File: config.mk
export PLATFORM = sky130hd
export DESIGN_NAME = operand_fifo8
export DESIGN_NICKNAME = d
export VERILOG_FILES = /design/src/rtl/fifo_defs.sv /design/src/rtl/fifo_mem.sv /design/src/rtl/operand_fifo8.sv
export SDC_FILE = /design/constraint.sdc
export NUM_CORES = 1
export LEC_CHECK = 0
export CORE_ASPECT_RATIO = 0.75
export CORE_MARGIN = 3
export CORE_UTILIZATION = 53
export DETAILED_ROUTE_END_ITERATION = 16
export MAX_ROUTING_LAYER = met4
export PLACE_DENSITY = 0.88
export SLEW_MARGIN = 40
export SYNTH_ARGS = -nofsm -noshare
export SYNTH_HDL_FRONTEND = slang
export SYNTH_SLANG_ARGS = --single-unit
File: constraint.sdc
create_clock -name clk -period 2.9 [get_ports clk]
set_clock_uncertainty 0.05 [all_clocks]
set_input_delay 0.58 -clock clk [delete_from_list [all_inputs] [get_ports clk]]
set_output_delay 0.58 -clock clk [all_outputs]
set_load 0.1 [all_outputs]
File: src/rtl/fifo_defs.sv
// Shared operand-FIFO sizing constants, also used by the accumulator.
package fifo_defs;

   localparam int unsigned FIFO_WIDTH = 8;
   localparam int unsigned FIFO_DEPTH = 4;
   localparam int unsigned FIFO_PTR_W = $clog2(FIFO_DEPTH);
   localparam int unsigned FIFO_CNT_W = FIFO_PTR_W + 1;

   typedef logic [FIFO_WIDTH-1:0] fifo_word_t;

endpackage : fifo_defs

File: src/rtl/fifo_mem.sv
// DEPTH x WIDTH flip-flop storage: one synchronous write port, one asynchronous read port.
module fifo_mem
   import fifo_defs::*;
#(
   parameter int unsigned WIDTH  = FIFO_WIDTH,
   parameter int unsigned DEPTH  = FIFO_DEPTH,
   parameter int unsigned ADDR_W = $clog2(DEPTH)
) (
   input  logic              clk,
   input  logic              rst_n,
   input  logic              we,
   input  logic [ADDR_W-1:0] waddr,
   input  logic [WIDTH-1:0]  wdata,
   input  logic [ADDR_W-1:0] raddr,
   output logic [WIDTH-1:0]  rdata
);

   logic [WIDTH-1:0] mem [DEPTH];

   // Write port; contents cleared on reset so stale words never reappear.
   always_ff @(posedge clk or negedge rst_n) begin
      if (!rst_n) begin
         for (int i = 0; i < int'(DEPTH); i++) begin
            mem[i] <= '0;
         end
      end else if (we) begin
         mem[waddr] <= wdata;
      end
   end

   // Asynchronous read of the addressed entry (first-word fall-through).
   always_comb begin
      rdata = mem[raddr];
   end

endmodule : fifo_mem

File: src/rtl/operand_fifo8.sv
// First-word fall-through operand FIFO feeding the accumulator A operand.
module operand_fifo8
   import fifo_defs::*;
#(
   parameter int unsigned WIDTH = FIFO_WIDTH,
   parameter int unsigned DEPTH = FIFO_DEPTH
) (
   input  logic                     clk,
   input  logic                     rst,
   input  logic                     wr_en,
   input  logic [WIDTH-1:0]         wr_data,
   output logic                     full,
   input  logic                     rd_en,
   output logic [WIDTH-1:0]         rd_data,
   output logic                     empty,
   output logic [$clog2(DEPTH):0]   count,
   output logic                     overflow,
   output logic                     underflow
);

   localparam int unsigned PTR_W = $clog2(DEPTH);
   localparam int unsigned CNT_W = PTR_W + 1;

   logic [PTR_W-1:0] wptr;
   logic [PTR_W-1:0] rptr;
   logic [CNT_W-1:0] cnt;
   logic [WIDTH-1:0] head_c;
   logic             wr_ok_c;
   logic             rd_ok_c;

   // Accept decisions; a write on full is allowed only when the head leaves the same cycle.
   always_comb begin
      wr_ok_c = wr_en && (!full || rd_en);
      rd_ok_c = rd_en && !empty;
   end

   // Pointers, occupancy and sticky error flags.
   always_ff @(posedge clk or negedge rst) begin
      if (!rst) begin
         wptr      <= '0;
         rptr      <= '0;
         cnt       <= '0;
         overflow  <= 1'b0;
         underflow <= 1'b0;
      end else begin
         if (wr_ok_c) begin
            wptr <= wptr + PTR_W'(1);
         end
         if (rd_ok_c) begin
            rptr <= rptr + PTR_W'(1);
         end
         case ({wr_ok_c, rd_ok_c})
            2'b10:   cnt <= cnt + CNT_W'(1);
            2'b01:   cnt <= cnt - CNT_W'(1);
            default: cnt <= cnt;
         endcase
         if (wr_en && !wr_ok_c) begin
            overflow <= 1'b1;
         end
         if (rd_en && !rd_ok_c) begin
            underflow <= 1'b1;
         end
      end
   end

   fifo_mem #(
      .WIDTH  (WIDTH),
      .DEPTH  (DEPTH),
      .ADDR_W (PTR_W)
   ) u_mem (
      .clk   (clk),
      .rst_n (rst),
      .we    (wr_ok_c),
      .waddr (wptr),
      .wdata (wr_data),
      .raddr (rptr),
      .rdata (head_c)
   );

   // Status and head word derive only from registered state; a starved reader sees zero.
   always_comb begin
      count   = cnt;
      full    = (cnt == CNT_W'(DEPTH));
      empty   = (cnt == '0);
      rd_data = empty ? '0 : head_c;
   end

endmodule : operand_fifo8

Word level (Yosys, flattened, before mapping)
Index checks and enable logic that the tools add are counted.
W data, S select, Z words.
{ "word_totals": {"out_inout_bits": 15, "register_bits": 41, "wordCells": 41} }
{ "op_classes": {"n_eq_ne": 3, "bitwise": 2, "n_reduce_logical": 12, "n_mux": 8, "n_lt_le_gt_ge": 3, "add_sub_neg": 4} }
{ "op_table": {"columns": ["operator", "n"], "rows": [
  ["$bwmux W32", 1],
  ["$mux W8", 4],
  ["$bmux W8 S2", 1],
  ["$demux W8 S2", 1],
  ["$ge A3 B3 Y1 const B", 2],
  ["$not A2 Y3", 2],
  ["$pmux W3 S2", 1],
  ["$logic_and A1 B1 Y1", 5],
  ["$add A2 B1 Y2 const B", 2],
  ["$logic_not A1 Y1", 4],
  ["$add A3 B1 Y3 const B", 1],
  ["$eq A3 B3 Y1 const B", 1],
  ["$logic_not A3 Y1", 1],
  ["$lt A3 B1 Y1 const B", 1],
  ["$sub A3 B1 Y3 const B", 1],
  ["$eq A2 B1 Y1 const B", 1],
  ["$eq A2 B2 Y1 const B", 1],
  ["$reduce_bool A2 Y1", 1],
  ["$logic_or A1 B1 Y1", 1]
]} }

Longest topological paths before layout
Gate-level depths: netlist of run 1.
{ "depth": {"depth_word": 6, "mapped_depth": 8} }

By module
From an unflattened synthesis of run 1, not the netlist that was laid out.
{ "unflattened": {"cells_unflattened": 122, "area_unflattened_um2": 1884.3} }
{ "by_module_without_submodules": {"columns": ["module", "n_inst", "area_per_inst_um2", "cells_per_inst", "seq_area_each_um2"], "rows": [
  ["fifo_mem", 1, 1401.3, 78, 800.8],
  ["operand_fifo8", 1, 483.0, 44, 225.2]
]} }

Worst setup path before layout of run 1
Ideal clock, no wire load.
{ "synth_timing": {"path_kind": "register to output", "from": "reg cnt[0], in the netlist count[0]", "to": "out rd_data[0]", "path_slack_ps": -1101, "path_stages_with_launch": 4, "arrival_ps": 3371, "t_required_ps": 2270, "cell_sequence": "dfrtp_1 -> nor3_1 -> clkbuf_1 -> nor2b_1"} }
{ "synth_between": {"elab_chain_len": 2} }
{ "synth_lines": {"columns": ["element", "line_no", "source"], "rows": [
  ["from (decl)", "operand_fifo8.sv:26", "logic [CNT_W-1:0] cnt;"],
  ["from (signal assigned)", "operand_fifo8.sv:53", "2'b10: cnt <= cnt + CNT_W'(1);"],
  ["from (signal assigned)", "operand_fifo8.sv:54", "2'b01: cnt <= cnt - CNT_W'(1);"],
  ["from (signal assigned)", "operand_fifo8.sv:55", "default: cnt <= cnt;"],
  ["$logic_not A3 Y1", "operand_fifo8.sv:84", "empty = (cnt == '0);"],
  ["via empty", "operand_fifo8.sv:15", "output logic empty,"],
  ["$mux W8", "operand_fifo8.sv:85", "rd_data = empty ? '0 : head_c;"],
  ["to (decl)", "operand_fifo8.sv:14", "output logic [WIDTH-1:0] rd_data,"]
]} }
The timed path passes the listed nets, and every way through them passes these cells.

Final worst setup path of run 1
{ "layout_timing": {"from": "reg rptr[0]", "to": "out rd_data[6]"} }
{ "layout_between": {"elab_chain_len": 5} }
{ "layout_lines": {"columns": ["element", "line_no", "source"], "rows": [
  ["from (decl)", "operand_fifo8.sv:25", "logic [PTR_W-1:0] rptr;"],
  ["from (signal assigned)", "operand_fifo8.sv:50", "rptr <= rptr + PTR_W'(1);"],
  ["$not A2 Y3 (not written as such)", "fifo_mem.sv:33", "rdata = mem[raddr];"],
  ["$bmux W8 S2", "fifo_mem.sv:33", null],
  ["$mux W8 (not written as such) (2 in series)", "fifo_mem.sv:33", null],
  ["$mux W8", "operand_fifo8.sv:85", null]
]} }
No other way between the ends. The select of a mux whose other input is x is not followed.

==> results.txt, run 1 <==
----------------------------------------------------
[Run status]
  Run status ... complete, no violations

[Cells and area]
  Count of inserted antenna diode cells ... 0
  Layout Nets ... 181
  Area grow syn2layout ... 27.2%
  Share of final-layout standard cells stronger than drive strength 1 ... 0.518
  Final core occ ... 0.724
  Number of standard cells in the layout, taps in and fillers out ... 204
  Filler Cells Inserted ... 230

[STA]
  Count of endpoints failing setup in the final report ... 0
  Share of the clock period used by the worst path ... 0.901
  Highest attainable clock frequency ... 0.383 GHz
  Final max-slew violation count ... 0
  Worst rel slew slack ... 0.608
  Fin Hold WS ... 0.191 ns
  Final number of hold-violating endpoints ... 0
  Final critical path time including I/O delays and setup ... between 2 and 3 ns
  Actual slew at the worst max-slew pin ... 0.589 ns
  Setup repair after global routing missed its margin ... false

[Clocking]
  CTS root buf ... sky130_fd_sc_hd__clkbuf_8
  CTS-repair resized insts ... 0
  Buffers from clock root to sink, at most ... 2
  Clock tree from TritonCTS ... done
  H-tree Lvls ... 2
  Count of hold buffers inserted by post-cts repair ... 0
  Clock-pin slew on the worst setup and hold paths ... 0.08 ns
  Setup fix buffers added after clock tree synthesis ... 0
  Clk_lat worst skew ... ~0.3 ns
  Clock Sink Count ... 41
  Inserted Clock Buffers ... 5

[Die]
  Area of the core region ... 0.00338 sq mm
  Height of the chip ... between 50 and 60 um
  Die Span X ... 75.6 um
  Count of standard-cell rows ... 18
  Count of boundary I/O pins ... 27
  Die footprint ... 0.00439 sq mm
  Initial cell density of the core ... 0.569

[Place]
  Cell count after placement ... 196
  DP HPWL ... 2610 um
  RD Place Congestion ... 0.777
  Port buffer count ... 26

[Synthesis]
  Top cell type's share of synthesized area ... 0.534
  Synthesized net count ... 148
  Mean cell area of the mapped netlist ... about 15 sq um
  Leading cell types by total area after synthesis ... sky130_fd_sc_hd__dfrtp_1 (53%), sky130_fd_sc_hd__mux2_2 (18%), sky130_fd_sc_hd__mux4_2 (9.4%)
  Post-synth design cell area ... 0.00192 sq mm
  Post-synthesis sequential element count ... between 40 and 50
  Total of warnings raised by yosys ... 0
  Count of cell types in the netlist ... 22
  Area leader, netlist ... sky130_fd_sc_hd__dfrtp_1
  Cell count after synthesis ... 130
  Portion of the post-synthesis area used by sequential elements ... 0.534

[Global routing]
  Number of global-route vias before repair ... between 1000 and 1500
  Aggregate global routing overflow ... 0
  Number of antenna violations at the first check in global routing ... 0
  Global-route wire length before repair ... 6230 um
  Aggregate global-route resource usage ... 0.204
  Maximum number of pins on one net before global-route repair ... 42

[Setup path]
  Required time reported for the critical path endpoint ... 2.27 ns
  Max stage delay on crit path ... 0.72 ns
  Critical path startpoint category ... flip-flop
  Cells traversed along the worst timing path ... mux4_2 > nor2b_2 > buf_12
  Signal arrival time at the worst endpoint ... 1.98 ns
  Crit. End Element ... output port
  Number of buffers and inverters on the critical path ... 1
  Maximum fanout count along the critical path ... 9
  Setup slack of the worst register-to-register path ... 0.78 ns
  Launch point of the worst reg-to-reg path ... count[0]
  Master of the slowest instance on the critical path ... sky130_fd_sc_hd__dfrtp_1
  Setup Crit Path Kind ... flip-flop to output port
  Endpoint of the most critical register-to-register path ... count[2]
  R2R cell count ... 8
  Family of cells with the greatest summed delay on the critical path ... flip-flops

[Detailed routing]
  Detailed-route DRC error count ... 0
  First-pass DRT Iterations ... 4
  Routed len/inst ... 18.3 um
  DRT Wirelength ... ~3700 um
  DR vias ... 1160
  Starting DRC count in detailed routing ... 38
  Count of nets left with antenna violations after detail routing ... 0
  Via-to-Cell Ratio ... approximately 5.7

[Min path]
  Class of the worst hold path ... primary input to asynchronous set/reset pin

[Run]
  Count of maximum capacitance violations ... 0

----------------------------------------------------
==> through the flow <==
step           area (sq um)  setup TNS [ns]  worst slack (ns)
3_5_place_dp           2340               0             0.147
5_1_grt                2450               0             0.185
2_1_floorplan          1950          -0.436           -0.0545
3_3_place_gp           2340               0             0.264
6_report               2450               0             0.287
4_1_cts                2450               0             0.243
==> placed cells by master (no fill, tap or decap) <==
| cell | instances |
|---|---|
| sky130_fd_sc_hd__clkdlybuf4s50_1 | 10 |
| sky130_fd_sc_hd__mux2_1 | 2 |
| sky130_fd_sc_hd__clkinv_2 | 1 |
| sky130_fd_sc_hd__nor3_2 | 1 |
| sky130_fd_sc_hd__clkbuf_8 | 7 |
| sky130_fd_sc_hd__and3_1 | 1 |
| sky130_fd_sc_hd__buf_12 | 9 |
| sky130_fd_sc_hd__mux2_2 | 31 |
| sky130_fd_sc_hd__nor4b_4 | 1 |
| sky130_fd_sc_hd__xor2_1 | 4 |
| sky130_fd_sc_hd__nor2b_2 | 8 |
| sky130_fd_sc_hd__nor2_2 | 4 |
| sky130_fd_sc_hd__a21o_1 | 1 |
| sky130_fd_sc_hd__mux4_2 | 8 |
| sky130_fd_sc_hd__dfrtp_1 | 38 |
| sky130_fd_sc_hd__a31o_2 | 1 |
| sky130_fd_sc_hd__inv_1 | 6 |
| sky130_fd_sc_hd__dfrtp_2 | 3 |
| sky130_fd_sc_hd__buf_4 | 10 |
| sky130_fd_sc_hd__or2b_2 | 1 |
| sky130_fd_sc_hd__nand2_1 | 5 |
| sky130_fd_sc_hd__ha_1 | 5 |
| sky130_fd_sc_hd__mux2i_1 | 1 |
| sky130_fd_sc_hd__fa_1 | 1 |
| sky130_fd_sc_hd__nor2_1 | 3 |
| sky130_fd_sc_hd__xnor2_1 | 2 |
==> worst reg2reg max path: cells and delay by family (launching register included) <==
kind | cells | cell delay, ns
simple gates | 3 | 0.60
xor+xnor | 2 | 0.30
buf+inv | 1 | 0.06
flops | 1 | 0.47
fa+ha+maj | 2 | 0.57
==> cells by family after synthesis <==
group / after synthesis / share of synthesized area
adders and majority gates: 6 / 0.0429
muxes: 42 / 0.292
buffers and inverters: 9 / 0.0182
and+or+nand+nor: 24 / 0.0774
AOI/OAI and AO/OA: 2 / 0.00846
DFF: 41 / 0.534
xor gates and xnor gates: 6 / 0.0273
==> final cells by class <==
type                    instances  area [sq um]  area share
repair buffers                 29           355       0.145
flip-flops and latches         41          1030       0.421
inverters                       6          22.5     0.00921
well taps                      40          50.0      0.0205
multi-input cells              80           887       0.363
clock buffers                   7          96.3      0.0394
clock inverters                 1          5.00     0.00205
==> state kept, by name (all words and copies together) (netlist names) <==
name,flops
underflow,1
overflow,1
count,3
wptr,2
u_mem.mem,32
rptr,2
==> synth_stat cells (all sizes together) <==
| cell | n |
|---|---|
| clkbuf | 2 |
| dfrtp | 41 |
| nor2 | 7 |
| a31o | 1 |
| a21o | 1 |
| ha | 5 |
| buf | 1 |
| nand2 | 5 |
| or2b | 1 |
| nor4b | 1 |
| mux4 | 8 |
| xnor2 | 2 |
| xor2 | 4 |
| nor3 | 1 |
| and3 | 1 |
| nor2b | 8 |
| mux2 | 33 |
| mux2i | 1 |
| inv | 6 |
| fa | 1 |
==> worst max-delay path by stage <==
stage | end | slack (ns) | start | depth (start not counted)
floorplan | rd_data[0] | -0.05 | count[1] | 3
global placement | count[2] | 0.26 | rd_en | 9
detailed placement | count[2] | 0.15 | rd_en | 9
CTS | rd_data[6] | 0.24 | rptr[0] | 3
global route | rd_data[5] | 0.18 | rptr[0] | 3
finish | rd_data[6] | 0.29 | rptr[0] | 3
==> routing by layer <==
| layer | global-route usage | part of all wire | vias to the layer above |
|---|---|---|---|
| li1 | - | - | 519 |
| met4 | 0.0748 | 0.021 | 0 |
| met5 | - | 0 | - |
| met1 | 0.257 | 0.44 | 594 |
| met2 | 0.312 | 0.49 | 37 |
| met3 | 0.0624 | 0.052 | 10 |
Power of run 1 is left out: the tool's default activity adds up to more than one toggle a clock period on the data nets, which glitch-free logic cannot reach.
==> inputs of run 2 (changes only) <==
--- a/config.mk
+++ b/config.mk
@@ -6,7 +6,6 @@
 export NUM_CORES = 1
 export LEC_CHECK = 0
 export CORE_ASPECT_RATIO = 0.75
-export CORE_MARGIN = 3
 export CORE_UTILIZATION = 53
 export DETAILED_ROUTE_END_ITERATION = 16
 export MAX_ROUTING_LAYER = met4
==> run 2 against run 1 <==
Against the previous run:
- sequential share of layout area grew 0.52 points
- core utilization shrank 0.89 points
- first-iteration DRC count grew 95%
- die area down 12%
- critical path depth unchanged
- via count hardly changed
- final area shrank 1.2%
- routed wire length shrank 0.16%
- non-clock buffer count fell by 2
- fmax fell by 0.49%
- sequential cell count stayed put
- final cell count is 0.98% lower
- largest cell class unchanged
==> results.txt, run 2 (synthesis results as in run 1) <==
----------------------------------------------------
[STA]
  Share of the clock period used by the worst path ... 0.906
  Count of endpoints failing setup in the final report ... 0
  Final critical path time including I/O delays and setup ... 2.63 ns
  Sum of negative setup slack ... 0 ns
  Highest attainable clock frequency ... 0.381 GHz
  Worst rel slew slack ... 0.580
  Final critical-path setup slack ... 0.274 ns
  Actual slew at the worst max-slew pin ... about 0.63 ns
  Final max-slew violation count ... 0
  Final number of hold-violating endpoints ... 0
  Setup repair after global routing missed its margin ... false

[Clocking]
  CTS root buf ... sky130_fd_sc_hd__clkbuf_8
  Inserted Clock Buffers ... 5
  Setup fix buffers added after clock tree synthesis ... 0
  Count of hold buffers inserted by post-cts repair ... 0
  H-tree Lvls ... 2
  Clock-pin slew on the worst setup and hold paths ... 0.08 ns
  Clock tree from TritonCTS ... done
  Clk_lat worst skew ... 0.29 ns
  Clock Sink Count ... 41
  CTS-repair resized insts ... 0
  Buffers from clock root to sink, at most ... 2

[Detailed routing]
  Starting DRC count in detailed routing ... 74
  DR vias ... 1159
  Routed len/inst ... 18.5 um
  Via-to-Cell Ratio ... 5.74
  Count of nets left with antenna violations after detail routing ... 0
  DRT Wirelength ... 3740 um
  First-pass DRT Iterations ... 4
  Detailed-route DRC error count ... 0

[Cells and area]
  Count of inserted antenna diode cells ... 0
  Filler Cells Inserted ... 233
  Flip-flop count of the largest register, all copies and words added ... 32
  Area grow syn2layout ... 25.6%
  Most common library cell in the layout ignoring fill and taps ... sky130_fd_sc_hd__dfrtp_1
  Register with the most flip-flops ... u_mem.mem
  Share of final-layout standard cells stronger than drive strength 1 ... 0.512
  Commonest cells after routing, fill and taps aside ... sky130_fd_sc_hd__dfrtp_1 (38), sky130_fd_sc_hd__mux2_2 (31), sky130_fd_sc_hd__clkdlybuf4s50_1 (10), sky130_fd_sc_hd__buf_12 (9)
  Layout Nets ... 179

[Die]
  Die footprint ... approximately 0.0039 sq mm
  Die Span X ... 71.6 um
  Area of the core region ... around 0.0034 sq mm
  Height of the chip ... 54.2 um
  Initial cell density of the core ... 0.569
  Count of boundary I/O pins ... 27
  Count of standard-cell rows ... 18

[Setup path]
  Setup slack of the worst register-to-register path ... 0.61 ns
  Setup Crit Path Kind ... flip-flop to output port
  Launch point of the worst reg-to-reg path ... count[1]
  Crit. End Element ... output port
  Maximum fanout count along the critical path ... 10
  Master of the slowest instance on the critical path ... sky130_fd_sc_hd__dfrtp_1
  Number of buffers and inverters on the critical path ... 1
  Required time reported for the critical path endpoint ... 2.27 ns
  Capturing instance or port of the critical path ... rd_data[5]
  Family of cells with the greatest summed delay on the critical path ... flip-flops
  Critical path startpoint category ... flip-flop
  R2R cell count ... 8
  Number of cells on the critical path ... 3
  Signal arrival time at the worst endpoint ... 2.00 ns
  Endpoint of the most critical register-to-register path ... count[2]
  Cells traversed along the worst timing path ... mux4_2 > nor2b_2 > buf_12
  Setup crit start ... rptr[0]
  Max stage delay on crit path ... 0.75 ns

[Min path]
  Class of the worst hold path ... primary input to asynchronous set/reset pin

[Global routing]
  Number of global-route vias before repair ... 1238
  Aggregate global-route resource usage ... 0.230
  Global-route wire length before repair ... 6040 um
  Number of antenna violations at the first check in global routing ... 0
  Maximum number of pins on one net before global-route repair ... between 40 and 50
  Aggregate global routing overflow ... 0

[Run status]
  Run status ... complete, no violations

[Place]
  DP HPWL ... 2630 um
  RD Place Congestion ... 0.831
  Port buffer count ... 26
  Worst setup slack after placement ... -0.0224 ns

[Run]
  Count of maximum capacitance violations ... 0

----------------------------------------------------
==> run 2: cell count changes in the layout (fill, tap and decap cells not counted), sizes merged <==
cell | before | now
clkbuf | 7 | 5
clkinvlp | 0 | 1
buf | 19 | 17
clkinv | 1 | 2
==> run 2: worst register-to-register path: stages (launching register included) <==
cell and delay, ns:
sky130_fd_sc_hd__dfrtp_2 0.46, sky130_fd_sc_hd__nor4b_4 0.45, sky130_fd_sc_hd__or2b_2 0.23, sky130_fd_sc_hd__ha_1 0.18, sky130_fd_sc_hd__inv_1 0.06, sky130_fd_sc_hd__fa_1 0.37, sky130_fd_sc_hd__xor2_1 0.15, sky130_fd_sc_hd__nor2_1 0.11
sky130_fd_sc_hd__xor2_1 0.15
==> run 2: worst min-delay path by stage <==
stage	cells past startpoint	start	slack (ns)	end
CTS	1	rst	0.22	u_mem.mem[1]
floorplan	0	rst	0.23	count[0]
global placement	1	overflow	0.40	overflow
global route	1	rst	0.24	u_mem.mem[9]
finish	1	rst	0.20	u_mem.mem[5]
detailed placement	1	underflow	0.40	underflow
==> run 2: metal layers <==
layer  wire length, um  part of all wire  GRT usage
met4                37            0.0099     0.0621
met2              1960              0.52      0.394
met1              1610              0.43      0.261
met3               135             0.036     0.0861
met5                 0                 0          -
==> run 2: cell type report <==
cell class / instances / area (sq um) / share of cell area
timing repair buffer: 27 / 340 / 0.141
sequential: 41 / 1030 / 0.426
multi-input combinational: 80 / 887 / 0.367
clock inverter: 3 / 17.5 / 0.00725
tap: 40 / 50.0 / 0.0207
inverter: 6 / 22.5 / 0.00932
clock buffer: 5 / 68.8 / 0.0285
==> run 2: per-stage QoR <==
step | instances | hold WS, ns | util | instance area, sq um
floorplan | 130 | 0.234 | - | 1950
global placement | 194 | 0.404 | 0.689 | 2330
detailed placement | 194 | 0.399 | 0.690 | 2330
CTS | 202 | 0.216 | 0.715 | 2420
global route | 202 | 0.239 | 0.715 | 2420
finish | 202 | 0.202 | 0.715 | 2420
Power of run 2 is left out for the same reason.
